==> config.mk <==
export PLATFORM = sky130hd
export DESIGN_NAME = ram512_loader_flat
export DESIGN_NICKNAME = d
export VERILOG_FILES = /design/src/rtl/ram512_loader_if.sv /design/src/rtl/ram512_loader.sv /design/src/flat_wrapper.sv
export SDC_FILE = /design/constraint.sdc
export NUM_CORES = 1
export LEC_CHECK = 0
export CORE_AREA = 2 2 116 118
export CTS_CLUSTER_DIAMETER = 100
export DETAILED_ROUTE_END_ITERATION = 8
export DIE_AREA = 0 0 118 120
export PLACE_DENSITY = 0.47
export SYNTH_ARGS = -nofsm -noshare
export SYNTH_HDL_FRONTEND = slang
export SYNTH_SLANG_ARGS = --single-unit
export TNS_END_PERCENT = 20
==> constraint.sdc <==
create_clock -name clk -period 3.6 [get_ports clk]
set_input_delay 0.9 -clock clk [delete_from_list [all_inputs] [get_ports clk]]
set_output_delay 0.9 -clock clk [all_outputs]
set_load 0.005 [all_outputs]
==> src/rtl/ram512_loader_if.sv <==
// Write-side bus between the loader and its neighbours: the incoming word stream
// and the registered RAM512 write port.
interface ram512_loader_if #(
  parameter int ADDR_W = 9,
  parameter int DATA_W = 16
);
  logic              s_valid;
  logic [DATA_W-1:0] s_data;
  logic              s_ready;
  logic [ADDR_W-1:0] ram_address;
  logic [DATA_W-1:0] ram_in;
  logic              ram_load;

  // master is the stream source that also watches the RAM port; slave is the loader
  modport master (
    output s_valid, s_data,
    input  s_ready, ram_address, ram_in, ram_load
  );

  modport slave (
    input  s_valid, s_data,
    output s_ready, ram_address, ram_in, ram_load
  );
endinterface

==> src/rtl/ram512_loader.sv <==
// Write sequencer for RAM512: zero-fills the whole memory or streams words
// into consecutive (wrapping) addresses from a base address.
module ram512_loader #(
  parameter int ADDR_W = 9,
  parameter int DATA_W = 16,
  parameter int DEPTH  = 512
) (
  input  logic              clk,
  input  logic              reset,
  input  logic              start_clear,
  input  logic              start_load,
  input  logic [ADDR_W-1:0] base_addr,
  input  logic [ADDR_W:0]   count,
  ram512_loader_if.slave    bus,
  output logic              busy,
  output logic              done,
  output logic [ADDR_W:0]   words_written
);

  typedef enum logic [2:0] {IDLE, CLEAR, LOAD, FLUSH, DONE} state_t;

  localparam logic [ADDR_W:0]   FULL    = (ADDR_W+1)'(DEPTH);
  localparam logic [ADDR_W:0]   CNT_ONE = {{ADDR_W{1'b0}}, 1'b1};
  localparam logic [ADDR_W-1:0] PTR_ONE = {{(ADDR_W-1){1'b0}}, 1'b1};

  state_t            state, state_n;
  logic [ADDR_W-1:0] pointer, pointer_n;
  logic [ADDR_W:0]   remaining, remaining_n;
  logic [ADDR_W:0]   written, written_n;
  logic [ADDR_W-1:0] ram_address_q, ram_address_n;
  logic [DATA_W-1:0] ram_in_q, ram_in_n;
  logic              ram_load_q, ram_load_n;
  logic              ready;
  logic              handshake;

  assign ready     = (state == LOAD) && (remaining != '0);
  assign handshake = bus.s_valid && ready;

  always_ff @(posedge clk or posedge reset) begin
    if (reset) begin
      state         <= IDLE;
      pointer       <= '0;
      remaining     <= '0;
      written       <= '0;
      ram_address_q <= '0;
      ram_in_q      <= '0;
      ram_load_q    <= 1'b0;
    end else begin
      state         <= state_n;
      pointer       <= pointer_n;
      remaining     <= remaining_n;
      written       <= written_n;
      ram_address_q <= ram_address_n;
      ram_in_q      <= ram_in_n;
      ram_load_q    <= ram_load_n;
    end
  end

  // Every write is registered one cycle ahead of the RAM, so leaving CLEAR/LOAD
  // goes through FLUSH while the final ram_load pulse is still on the pins.
  always_comb begin
    state_n       = state;
    pointer_n     = pointer;
    remaining_n   = remaining;
    written_n     = written;
    ram_address_n = ram_address_q;
    ram_in_n      = ram_in_q;
    ram_load_n    = 1'b0;
    case (state)
      IDLE: begin
        if (start_clear) begin
          state_n     = CLEAR;
          pointer_n   = '0;
          remaining_n = FULL;
          written_n   = '0;
        end else if (start_load) begin
          pointer_n   = base_addr;
          remaining_n = (count > FULL) ? FULL : count;
          written_n   = '0;
          state_n     = (count == '0) ? DONE : LOAD;
        end
      end
      CLEAR: begin
        ram_load_n    = 1'b1;
        ram_address_n = pointer;
        ram_in_n      = '0;
        pointer_n     = pointer + PTR_ONE;
        remaining_n   = remaining - CNT_ONE;
        if (written != FULL) written_n = written + CNT_ONE;
        if (remaining == CNT_ONE) state_n = FLUSH;
      end
      LOAD: begin
        if (handshake) begin
          ram_load_n    = 1'b1;
          ram_address_n = pointer;
          ram_in_n      = bus.s_data;
          pointer_n     = pointer + PTR_ONE;
          remaining_n   = remaining - CNT_ONE;
          if (written != FULL) written_n = written + CNT_ONE;
          if (remaining == CNT_ONE) state_n = FLUSH;
        end
      end
      FLUSH:   state_n = DONE;
      DONE:    state_n = IDLE;
      default: state_n = IDLE;
    endcase
  end

  assign bus.s_ready     = ready;
  assign bus.ram_address = ram_address_q;
  assign bus.ram_in      = ram_in_q;
  assign bus.ram_load    = ram_load_q;
  assign busy            = (state == CLEAR) || (state == LOAD) || (state == FLUSH);
  assign done            = (state == DONE);
  assign words_written   = written;

endmodule

==> src/flat_wrapper.sv <==
// flat-port wrapper written by rule: the top's interface ports become plain ports
module ram512_loader_flat 
#(
  parameter int ADDR_W = 9,
  parameter int DATA_W = 16,
  parameter int DEPTH  = 512
)
  (clk, reset, start_clear, start_load, base_addr, count, busy, done, words_written, bus_s_valid, bus_s_data, bus_s_ready, bus_ram_address, bus_ram_in, bus_ram_load);
  ram512_loader_if #(.ADDR_W(ADDR_W), .DATA_W(DATA_W)) bus_i ();
  input  logic clk;
  input  logic reset;
  input  logic start_clear;
  input  logic start_load;
  input  logic [ADDR_W-1:0] base_addr;
  input  logic [ADDR_W:0] count;
  output logic busy;
  output logic done;
  output logic [ADDR_W:0] words_written;
  input wire logic [$bits(bus_i.s_valid)-1:0] bus_s_valid;
  input wire logic [$bits(bus_i.s_data)-1:0] bus_s_data;
  output wire logic [$bits(bus_i.s_ready)-1:0] bus_s_ready;
  output wire logic [$bits(bus_i.ram_address)-1:0] bus_ram_address;
  output wire logic [$bits(bus_i.ram_in)-1:0] bus_ram_in;
  output wire logic [$bits(bus_i.ram_load)-1:0] bus_ram_load;
  assign bus_i.s_valid = bus_s_valid;
  assign bus_i.s_data = bus_s_data;
  assign bus_s_ready = bus_i.s_ready;
  assign bus_ram_address = bus_i.ram_address;
  assign bus_ram_in = bus_i.ram_in;
  assign bus_ram_load = bus_i.ram_load;
  ram512_loader #(.ADDR_W(ADDR_W), .DATA_W(DATA_W), .DEPTH(DEPTH)) u_core (.clk(clk), .reset(reset), .start_clear(start_clear), .start_load(start_load), .base_addr(base_addr), .count(count), .bus(bus_i), .busy(busy), .done(done), .words_written(words_written));
endmodule
==> flow_summary.toml, run 1 <==
[synth]
synth_top_area_share = 0.456
synth_area_mm2 = 0.00318
synth_ff_type = "dfrtp_1"
yosysWarnings = 0
async_flop_share = 1.00
syn-num-nets = 354
yosysSeqAreaShare = 0.456
syn-instance-count = 308
synth_area_leaders = "dfrtp_1 (46%), a22o_1 (4.4%), mux2_2 (2.8%), ha_1 (2.4%), o211ai_1 (2.1%)"
yosysUniqueCellTypes = 59
synth_top_area_cell = "dfrtp_1"
synth_edf_count = 0
synth_area_per_cell_um2 = 10.3
ys_ff_latch = 58

[worst_setup_path]
cp_num_buf_inv = 1
path_class = "reg2out"
cp-end-kind = "output port"
critPathMaxFanout = 12
cp.arrival_ns = 2.22
critical_path.startpoint_type = "flip-flop"
worstPathRequired_ns = 2.70
path_delay_family = "simple AND/OR/NAND/NOR gates"
cp_slowest_cell = "dfrtp_1"
crit_chain = "nor3b_1, and2_1, clkdlybuf4s50_1"
max_stage_delay_ns = 0.63

[clocking]
post_cts_resized = 0
clkTransAtPathRegs_ns = 0.05
cts_hold_buf = 0
clk_latency_ns = 0.33
ctsHtreeMaxLevel = 3
cts_root_buffer = "clkbuf_16"
cts.sinks = 58
cts_tree = "built"
numCtsBuffers = 9
postCtsSetupRepairBufs = 0
clockBufferDepth = 2

[power_and_ir_drop]
leakage_nw = 1.82
swShare = 0.402
p_per_area_mw_per_mm2 = 963
p_clk_frac = 0.204
p_seq_frac = 0.271
power_switching_w = 0.00173
p_comb_frac = 0.526
intPower_w = 0.00258
vdd_drop_max_mv = 0.305

[timing]
worst_pin_slew_ns = 0.767
fin_crit_sh = 0.866
holdWs_ns = 0.500
final-setup-viol-count = 0
slew_headroom = 0.487
fin_worst_skew_ns = 0.00716
period_minus_slack_ns = 3.12
hold_violations = 0
finalMaxSlewViolations = 0
tns_ns = 0
fmax_ghz = 0.321
grt_setup_unrepaired = "no"

[drt]
wirelength_um = 9440
drt_iter0_drc = 197
vias_per_cell = 4.98
first_pass_iters = 4
ant_nets = 0
wl_per_cell_um = 16.7
vias = 2825
post-route-drc-count = 0

[floorplanning]
dieArea_mm2 = 0.0142
initial_core_util = 0.245
rows = 42
die_w_um = 118
chipHeight_um = 120
num_io_pins = 79
core_mm2 = 0.0130

[finish]
final_cell_mix = "clkdlybuf4s50_1 (78), dfrtp_1 (58), nor2_1 (17), a22o_1 (16), nand2_1 (15)"
mostFrequentLayoutCell = "clkdlybuf4s50_1"
n_antenna_cell = 0
final_cells = 567
final_area_mm2 = 0.00447
multi_input_area_mm2 = 0.00157
drive_gt1_frac = 0.118
utilization = 0.344
fill_cells = 1318
register_area_mm2 = 0.00145
nets = 433
syn_to_final_growth_pct = 40.4

[placed_design]
placedCellCount = 552
gp_congestion = 0.816
dp_hpwl_um = 6680
port_buffers = 78
post_dp_cell_area_mm2 = 0.00417

[grt]
grt_usage = 0.137
grt_max_degree = 32
grt_pass1_wl_um = 15400
antenna_found_initial = 0
grt_overflow = 0
grt_pass1_vias = 2860

[run]
cap_violations = 0

[min_path]
min_path_type = "reg2reg"

[outcome]
outcome = "complete, no violations"
[state kept, by name (all words and copies together), names as in the netlist]
signal,count
u_core.bus.ram_in,16
u_core.bus.ram_address,9
u_core.words_written,10
u_core.remaining,10
u_core.state,3
u_core.pointer,9
u_core.bus.ram_load,1
[power by group through the flow]
stage | clock network [W] | logic (W) | registers, W
global placement | 0 | 0.00229 | 0.00117
CTS | 0.000901 | 0.00229 | 0.00116
global route | 0.000928 | 0.00250 | 0.00120
finish | 0.000876 | 0.00226 | 0.00116
floorplan | 0 | 0.00159 | 0.00109
detailed placement | 0 | 0.00228 | 0.00117
[worst paths after layout]
check	startpoint	endpoint	slack (ns)	depth (start not counted)
worst max-delay path	u_core.state[1]	bus_s_ready	0.48	3
worst min-delay path	u_core.bus.ram_address[0]	u_core.bus.ram_address[0]	0.50	1
worst max register to register	u_core.state[1]	u_core.bus.ram_address[8]	1.13	6
worst min register to register	u_core.bus.ram_address[0]	u_core.bus.ram_address[0]	0.50	1
max in group asynchronous	reset	u_core.words_written[3]	2.03	3
min in group asynchronous	reset	u_core.bus.ram_in[8]	0.98	2
[cell families (layout without fill, tap and decap cells)]
kind of cell               after synthesis  after routing  synth area share
AOI/OAI and AO/OA                       94             94             0.237
buffers and inverters                   34            117            0.0519
muxes                                   12             12            0.0413
and+or+nand+nor                        102            102             0.185
DFF                                     58             58             0.456
xor gates and xnor gates                 2              2           0.00550
adders and majority gates                6              6            0.0236
[cells in the mapped netlist, types with 6 or more instances]
library cell	n
dfrtp_1	58
nor2_1	17
a22o_1	16
nand2_1	15
nor3_1	13
inv_1	12
buf_2	9
o211ai_1	9
a211oi_1	8
clkbuf_1	8
mux2_2	8
nand3_1	8
a31oi_1	7
o2bb2ai_1	7
ha_1	6
nand4_1	6
[stage by stage]
stage	setup WS [ns]	total power [W]
finish	0.481	0.00430
global route	0.345	0.00463
CTS	0.487	0.00436
detailed placement	0.710	0.00346
global placement	0.735	0.00345
floorplan	1.27	0.00268
[layer usage]
| layer | track usage | part of all wire |
|---|---|---|
| met5 | 0 | 0 |
| met3 | 0.0380 | 0.056 |
| met2 | 0.222 | 0.46 |
| met4 | 0.0399 | 0.0078 |
| met1 | 0.180 | 0.47 |
[layout make-up]
cell class | count | share of cell area
Multi-Input combinational cell | 216 | 0.350
Sequential cell | 58 | 0.325
Timing Repair Buffer | 90 | 0.198
Clock buffer | 11 | 0.0565
Tap cell | 176 | 0.0493
Clock inverter | 4 | 0.0115
Inverter | 12 | 0.0101
(Power assumes the default switching activity.)
==> run 2: changes to the inputs <==
Settings changed: SKIP_LAST_GASP set to 1, SLEW_MARGIN set to 20.
==> results of run 2 <==
The final DEF is identical to that of run 1; final timing and power are the same.
